File: src/rtl/mem_master_pkg.sv
// mem_master_pkg: shared definitions for the mem_master sequencer.
//   MM_ADDR_W / MM_DATA_W / MM_LEN_W : default widths (4K x 16 memory, 1..8 beat bursts)
//   mm_state_e                       : sequencer FSM state encoding
package mem_master_pkg;

  localparam int MM_ADDR_W = 12;
  localparam int MM_DATA_W = 16;
  localparam int MM_LEN_W  = 3;

  typedef enum logic [1:0] {
    MM_IDLE  = 2'd0,
    MM_READ  = 2'd1,
    MM_WRITE = 2'd2
  } mm_state_e;

endpackage

File: src/rtl/mem_master_rsp.sv
// mem_master_rsp: read response capture stage.
// Registers memory read data on the rising edge that ends each issued read
// beat, producing the client response stream one cycle after the beat.
//   clk_i        : clock (rising edge)
//   rst_i        : synchronous active-high reset
//   issue_i      : a read beat is on the memory bus this cycle (registered strobe)
//   last_i       : the beat on the bus is the final beat of its burst
//   mem_data_i   : memory read data (only meaningful while issue_i is high)
//   rsp_valid_o  : response word valid
//   rsp_data_o   : response word, held while rsp_valid_o is low
//   rsp_last_o   : response word is the last of its burst
module mem_master_rsp
  import mem_master_pkg::*;
#(
  parameter int DATA_W = MM_DATA_W
) (
  input  logic              clk_i,
  input  logic              rst_i,
  input  logic              issue_i,
  input  logic              last_i,
  input  logic [DATA_W-1:0] mem_data_i,
  output logic              rsp_valid_o,
  output logic [DATA_W-1:0] rsp_data_o,
  output logic              rsp_last_o
);

  logic              vld_q;
  logic              last_q;
  logic [DATA_W-1:0] data_q;

  // Capture edge: the memory drove mem_data_i at the preceding falling edge.
  // Data is loaded only for issued beats so a floating bus is never captured.
  always_ff @(posedge clk_i) begin
    if (rst_i) begin
      vld_q  <= 1'b0;
      last_q <= 1'b0;
      data_q <= '0;
    end else begin
      vld_q  <= issue_i;
      last_q <= issue_i && last_i;
      if (issue_i) begin
        data_q <= mem_data_i;
      end
    end
  end

  assign rsp_valid_o = vld_q;
  assign rsp_data_o  = data_q;
  assign rsp_last_o  = last_q;

endmodule

File: src/rtl/mem_master.sv
// mem_master: initiator-side sequencer for a 4K x 16 falling-edge synchronous
// memory. Accepts single-word writes and 1..8-word incrementing read bursts
// over a valid/ready handshake, drives registered memory strobes/address/data
// (sampled by the memory mid-cycle), and returns read data as a registered
// response stream two cycles after the accepting cycle.
//   CLK, RST                 : clock, synchronous active-high reset
//   REQ_Valid/REQ_Ready      : request handshake (accept on Valid && Ready)
//   REQ_Write                : 1 = single-word write, 0 = read burst
//   REQ_Addr/REQ_Len/REQ_Data: start address, burst length-1, write data
//   RSP_Valid/RSP_Data/RSP_Last : read response stream, no backpressure
//   MEM_Read/MEM_Write       : memory strobes (never both high)
//   MEM_Addr/MEM_Data_Out    : memory address and write data
//   MEM_Data_In              : memory read data (Z when the memory is idle)
module mem_master
  import mem_master_pkg::*;
#(
  parameter int ADDR_W = MM_ADDR_W,
  parameter int DATA_W = MM_DATA_W,
  parameter int LEN_W  = MM_LEN_W
) (
  input  logic              CLK,
  input  logic              RST,
  input  logic              REQ_Valid,
  output logic              REQ_Ready,
  input  logic              REQ_Write,
  input  logic [ADDR_W-1:0] REQ_Addr,
  input  logic [LEN_W-1:0]  REQ_Len,
  input  logic [DATA_W-1:0] REQ_Data,
  output logic              RSP_Valid,
  output logic [DATA_W-1:0] RSP_Data,
  output logic              RSP_Last,
  output logic              MEM_Read,
  output logic              MEM_Write,
  output logic [ADDR_W-1:0] MEM_Addr,
  output logic [DATA_W-1:0] MEM_Data_Out,
  input  logic [DATA_W-1:0] MEM_Data_In
);

  mm_state_e         state_q, state_d;
  logic [ADDR_W-1:0] addr_q, addr_d;
  logic [DATA_W-1:0] wdata_q, wdata_d;
  logic [LEN_W-1:0]  cnt_q, cnt_d;
  logic              rd_q, rd_d;
  logic              wr_q, wr_d;
  logic              req_fire;

  assign REQ_Ready = !RST && (state_q == MM_IDLE);
  assign req_fire  = REQ_Valid && REQ_Ready;

  // While in READ, addr_q/cnt_q describe the beat currently on the bus; the
  // beat carrying cnt_q == 0 is the last one and the FSM leaves READ after it.
  always_comb begin
    state_d = state_q;
    addr_d  = addr_q;
    wdata_d = wdata_q;
    cnt_d   = cnt_q;
    unique case (state_q)
      MM_IDLE: begin
        if (req_fire) begin
          addr_d = REQ_Addr;
          if (REQ_Write) begin
            wdata_d = REQ_Data;
            state_d = MM_WRITE;
          end else begin
            cnt_d   = REQ_Len;
            state_d = MM_READ;
          end
        end
      end
      MM_READ: begin
        if (cnt_q == '0) begin
          state_d = MM_IDLE;
        end else begin
          // Natural ADDR_W-bit overflow gives the 4095 -> 0 wrap.
          addr_d = addr_q + 1'b1;
          cnt_d  = cnt_q - 1'b1;
        end
      end
      MM_WRITE: begin
        state_d = MM_IDLE;
      end
      default: begin
        state_d = MM_IDLE;
      end
    endcase
    // Strobes are registered from the next state so they line up with the
    // registered address/data in the same cycle.
    rd_d = (state_d == MM_READ);
    wr_d = (state_d == MM_WRITE);
  end

  always_ff @(posedge CLK) begin
    if (RST) begin
      state_q <= MM_IDLE;
      addr_q  <= '0;
      wdata_q <= '0;
      cnt_q   <= '0;
      rd_q    <= 1'b0;
      wr_q    <= 1'b0;
    end else begin
      state_q <= state_d;
      addr_q  <= addr_d;
      wdata_q <= wdata_d;
      cnt_q   <= cnt_d;
      rd_q    <= rd_d;
      wr_q    <= wr_d;
    end
  end

  assign MEM_Read     = rd_q;
  assign MEM_Write    = wr_q;
  assign MEM_Addr     = addr_q;
  assign MEM_Data_Out = wdata_q;

  mem_master_rsp #(
    .DATA_W (DATA_W)
  ) u_rsp (
    .clk_i       (CLK),
    .rst_i       (RST),
    .issue_i     (rd_q),
    .last_i      (cnt_q == '0),
    .mem_data_i  (MEM_Data_In),
    .rsp_valid_o (RSP_Valid),
    .rsp_data_o  (RSP_Data),
    .rsp_last_o  (RSP_Last)
  );

endmodule

File: config.mk
export PLATFORM = sky130hd
export DESIGN_NAME = mem_master
export DESIGN_NICKNAME = d
export VERILOG_FILES = /design/src/rtl/mem_master_pkg.sv /design/src/rtl/mem_master_rsp.sv /design/src/rtl/mem_master.sv
export SDC_FILE = /design/constraint.sdc
export NUM_CORES = 1
export LEC_CHECK = 0
export ABC_AREA = 1
export BUFFER_PORTS_ARGS = -buffer_cell sky130_fd_sc_hd__buf_2
export CELL_PAD_IN_SITES_DETAIL_PLACEMENT = 1
export CELL_PAD_IN_SITES_GLOBAL_PLACEMENT = 1
export CORE_MARGIN = 4
export CORE_UTILIZATION = 35
export CTS_CLUSTER_SIZE = 16
export DETAILED_ROUTE_END_ITERATION = 16
export PLACE_DENSITY = 0.88
export SKIP_CTS_REPAIR_TIMING = 1
export SLEW_MARGIN = 30
export SYNTH_ARGS = -nofsm -noshare
export SYNTH_HDL_FRONTEND = slang
export SYNTH_SLANG_ARGS = --single-unit
File: constraint.sdc
create_clock -name CLK -period 4.06 [get_ports CLK]
set_clock_uncertainty 0.1 [all_clocks]
set_input_delay 0.406 -clock CLK [delete_from_list [all_inputs] [get_ports CLK]]
set_output_delay 0.406 -clock CLK [all_outputs]
set_load 0.05 [all_outputs]
Word level (Yosys, flattened, before mapping)
Cells that the tools add are included.

Bits in registers: 53. Input port bits: 51. Output and inout bits: 49. Word-level logic and storage cells: 38.

$add $sub $neg: 2. Eq/ne operators: 6. Multiplexer cells: 11. Reductions and logical operators: 10.

Operators with widths (count): 12-bit 2-to-1 mux (2); 12-bit one-hot mux with 2 select lines (1); 12-bit by 1-bit adder with 12-bit output (second input constant) (1); 3-bit 2-to-1 mux (3); 2-bit 2-to-1 mux (3); 2-bit != test (second input constant) (3); 3-bit one-hot mux with 2 select lines (1); 3-bit AND reduction (2); 2-bit by 1-bit equality test with 1-bit output (second input constant) (2); 2-bit one-hot mux with 2 select lines (1); 4-bit AND reduction (1); 1-bit logical AND (3); 3-bit logical NOT (1); 3-bit by 1-bit subtractor with 3-bit output (second input constant) (1); 2-bit equality test (second input constant) (1); 2-bit logical NOT (1); 2-bit nonzero test (1); 1-bit logical NOT (1).

Depth between registers and ports, before layout
Word-level depth: 6. Mapped depth: 10. Mapped depth without buffers: 9.

Cells and area by module
Synthesis repeated with hierarchy kept, for this count alone.

Cells, all modules: 349. Area total of the unflattened synthesis: 2396.0 um^2.

Modules (own cells, without submodules): mem_master (instances 1, cells each 241, area an instance 1664.1 um^2, sequential area each 700.7 um^2); mem_master_rsp (instances 1, cells each 108, area an instance 732.0 um^2, sequential area each 360.3 um^2).

Worst setup path after synthesis
OpenSTA, ideal clock, no wires.

Path kind: reg2reg. Start point: reg addr_q[1], in the netlist MEM_Addr[1]. End point: reg addr_q[10], in the netlist MEM_Addr[10]. Library setup time: 132 ps. Data arrival time: 1546 ps. Data required time: 3828 ps. Setup slack: 2282 ps. Stages on the path, launching flop included: 9. Path buffers: 0. Clock period less this slack: 1778 ps. Cell sequence: dfxtp_1 -> ha_1 -> nand2_1 -> nor2_1 -> nand2_1 -> nand2_1 -> nand3_1 -> nand2_1 -> a21oi_2.

Word-level cells in the longest chain between the ends: 3.

RTL lines: start, declared (line mem_master.sv:40) `logic [ADDR_W-1:0] addr_q, addr_d;`; start signal, assigned (line mem_master.sv:102) `addr_q <= addr_d;`; 12-bit by 1-bit adder with 12-bit output (line mem_master.sv:75) `addr_d = addr_q + 1'b1;`; 12-bit 2-to-1 mux (line mem_master.sv:71) `if (cnt_q == '0) begin`; 12-bit one-hot mux with 2 select lines (line mem_master.sv:57) `unique case (state_q)`.

No other way between the ends. The select of a mux whose other input is x is not followed. A chain may end at the register's enable or synchronous reset.

Worst setup path after layout
Start point: in RST. End point: reg cnt_q[2].

Word-level cells in the longest chain between the ends: 5.

RTL lines: start, declared (line mem_master.sv:22) `input logic RST,`; 1-bit logical NOT (line mem_master.sv:47) `assign REQ_Ready = !RST && (state_q == MM_IDLE);`; 1-bit logical AND (line mem_master.sv:47); 1-bit logical AND (line mem_master.sv:48) `assign req_fire = REQ_Valid && REQ_Ready;`; 2-bit != test (no line); 4-bit AND reduction (no line); end signal, assigned (line mem_master.sv:104) `cnt_q <= cnt_d;`; end, declared (line mem_master.sv:42) `logic [LEN_W-1:0] cnt_q, cnt_d;`.

Several ways; a longest one is shown, not always the timed one.

==> out/metrics.csv <==
stage;metric;value;unit
synthesis;sequential fraction of the synthesis area;0.465;
synthesis;post-synth top area share;0.465;
critical_path;buffers and inverters on the worst path;3;
critical_path;CP max-delay cell;inv_1;
cells_and_area;sequential standard cell area;1060;sq um
cells_and_area;number of diodes;0;
cells_and_area;fill cell count;851;
drt;first drt pass iteration count;4;
drt;vias per cell;4.91;
hold_path;worst min path class;input port to flop;
cells_and_area;area growth from synthesis to layout;27.1;%
cts;Clock Latency Late Sink;0.30;ns
critical_path;Crit. End Element;flop;
cells_and_area;Layout Nets;454;
pwr;Power Density;391;nW/um^2
hold_path;Hold Path Depth;3;
run_status;status;finished, final reports clean;
critical_path;CP top delay family;buffers and inverters;
placed_design;post-detail-place hpwl;5040;microns
global_routing;grt ovf;0;
critical_path;startpoint types;input port;
cts;clock sinks;53;
timing;Rel. slew slack;0.583;
critical_path;Critical Path End;cnt_q[2];
critical_path;R2R depth;2;
cells_and_area;commonest non-fill, non-tap cell in the layout;buf_2;
floorplan;Die Ht;88.8;microns
cts;TritonCTS clock tree;built;
global_routing;initial antenna violation count;0;
critical_path;slowest stage delay, CP;0.55;ns
timing;PnR worst setup slack;2.03;ns
timing;final setup fails;0;
placed_design;Final GP Congestion;0.815;
global_routing;gr usage total;0.175;
synthesis;largest family of logic cells by synthesized area;simple AND/OR/NAND/NOR gates;
placed_design;Placed Cells;470;
drt;Antenna Violating Nets Remaining;0;
drt;total number of vias;2340;
cells_and_area;share of layout cells above drive strength 1;0.303;
timing;Final Hold Fails;0;
cts;H-Tree Depth;2;
synthesis;Yosys reg bits;53;
cts;CTS Root Cell;clkbuf_8;
flow_run;max cap viols;0;
critical_path;worst-path cell chain;buf_2 > inv_1 > nand3_2 > o21ai_0 > inv_1 > o21ai_0 > a21oi_1;
floorplan;die area;7880;sq um
drt;Starting DRT DRC Count;67;
timing;Achievable Freq;492;MHz
floorplan;Die Span X;88.8;microns
critical_path;Critical Path Fanout Max;28;
synthesis;Avg Cell Area, Syn;7.46;sq um
floorplan;I/O Pins;100;
synthesis;share of synthesized cell area in full adder, half adder and majority cells;0.0164;
synthesis;Post-Synth XOR/XNOR Area;0.00768;
global_routing;largest net degree at the start of global routing;29;
synthesis;Gate Count Post-Synth;306;
drt;Wirelength per Cell;14.2;microns
critical_path;WP depth;7;
critical_path;reg-to-reg critical path startpoint;MEM_Read;
placed_design;IO Port Bufs;99;
pwr;Leak;0.00139;uW
cells_and_area;commonest non-fill, non-tap cells in the layout;buf_2, nand2_1, dfxtp_1;
global_routing;number of global-route vias before repair;2401;
synthesis;Ys Warns;0;
critical_path;Crit Reg-Reg Endpoint;u_rsp.rsp_last_o;
critical_path;crit path DAT;2.13;ns
synthesis;mapped cell area;2280;sq um
critical_path;R2R setup slack;2.25;ns
pwr;Worst VDD drop;163;uV
synthesis;Post-Synth Simple-Gate Area;0.288;
timing;final worst path period need;2.03;ns
synthesis;compound-cell area share of the yosys netlist;0.156;
synthesis;post-synthesis mux area share;0;
synthesis;Cell variety after synth;31;
timing;slew of the pin with the lowest slew margin;0.624;ns
synthesis;Synth area leaders;dfxtp_1, nand2_1, nor2_1, o21ai_0, a21oi_1;
floorplan;FP Rows;29;
floorplan;Core Region;6350;sq um
cts;Inserted Clock Buffers;5;
synthesis;Net Count, Synth;360;
floorplan;initial core utilization;0.359;
timing;RSZ-0062 raised after global routing;false;
placed_design;Place WS;1.69;ns
timing;total count of max-transition violations in the final report;0;
cells_and_area;fin util;0.457;
timing;setup tns final;0;ns
critical_path;worst setup path startpoint;RST;
cells_and_area;Non-Filler Instances;477;
cts;Clock Tree Buf Depth;2;
global_routing;first-pass GRT wire length;10900;microns
drt;post-route DRC violation count;0;
timing;Period Utilization, post-route;0.500;
synthesis;largest area contributor in the netlist;dfxtp_1;
critical_path;Worst EP required;4.15;ns
cells_and_area;area of the multi-input gates;1070;sq um
drt;Total Wirelength;6790;microns
cts;clk slew on worst S/H paths;0.10;ns
critical_path;Worst Path Class, Setup;input port to flop;
## worst register-to-register path, stage by stage, from the launching register on
cell and delay, ns:
dfxtp_1 0.69, clkinv_1 0.59, nor3_1 0.34
## Yosys cell counts
cell type and instances:
a21oi_1 28, a21oi_2 3, a31oi_1 2, buf_2 2, buf_6 4, clkbuf_1 6
clkinv_1 1, clkinv_2 1, dfxtp_1 53, ha_1 3, inv_1 14, inv_2 2
inv_4 1, nand2_1 73, nand2_4 2, nand3_1 10, nand3_2 1, nand3_4 1
nand3b_1 2, nand4_1 3, nor2_1 52, nor2_2 1, nor2_8 1, nor3_1 1
nor3_4 1, o21a_1 1, o21ai_0 30, o21ai_1 4, or2_2 1, xnor2_1 1
xor2_1 1
## metal layers
metal / share of wire / GRT usage / vias up
li1: - / - / 1173
met1: 0.44 / 0.217 / 1084
met2: 0.48 / 0.303 / 79
met3: 0.068 / 0.0419 / 4
met4: 0.0096 / 0.0508 / 0
met5: 0 / 0 / -
## kinds of logic after synthesis
| group | Yosys count |
|---|---|
| compound gates | 68 |
| xor+xnor | 2 |
| fa+ha+maj | 3 |
| buf+inv | 31 |
| flops | 53 |
| simple gates | 149 |
## stage by stage
step	power [uW]	hold WS [ns]	area [sq um]
after floorplan	727	0.349	2280
after global placement	785	0.350	2800
after detailed placement	792	0.358	2800
after CTS	1150	0.219	2900
after global routing	1190	0.221	2900
final	1130	0.228	2900
## layout make-up
class	count	share of cell area
Inverter	19	0.0259
Clock buffer	5	0.0237
Clock inverter	2	0.0121
Multi-Input combinational cell	222	0.368
Tap cell	77	0.0332
Timing Repair Buffer	99	0.171
Sequential cell	53	0.366
## worst min-delay path by stage
stage,from,end,slack (ns)
finish,MEM_Data_In[3],u_rsp.rsp_data_o[3],0.23
global placement,MEM_Data_Out[6],MEM_Data_Out[6],0.35
global route,MEM_Data_In[10],u_rsp.rsp_data_o[10],0.22
floorplan,cnt_q[2],cnt_q[2],0.35
detailed placement,MEM_Data_Out[8],MEM_Data_Out[8],0.36
CTS,MEM_Data_In[3],u_rsp.rsp_data_o[3],0.22
## power by group
group	switching, uW	leakage, uW	internal (uW)	total [uW]
logic	153	0.000901	59.8	212
registers	22.7	0.000432	545	567
clock network	173	0.0000540	180	353
## registers in the layout (all words and copies together), names as in the netlist
register           flops
cnt_q                  3
u_rsp.rsp_last_o       1
MEM_Write              1
MEM_Data_Out          16
MEM_Addr              12
u_rsp.rsp_data_o      16
MEM_Read               1
u_rsp.rsp_valid_o      1
state_q                2
Note: power is estimated with default switching activity, not from simulation.
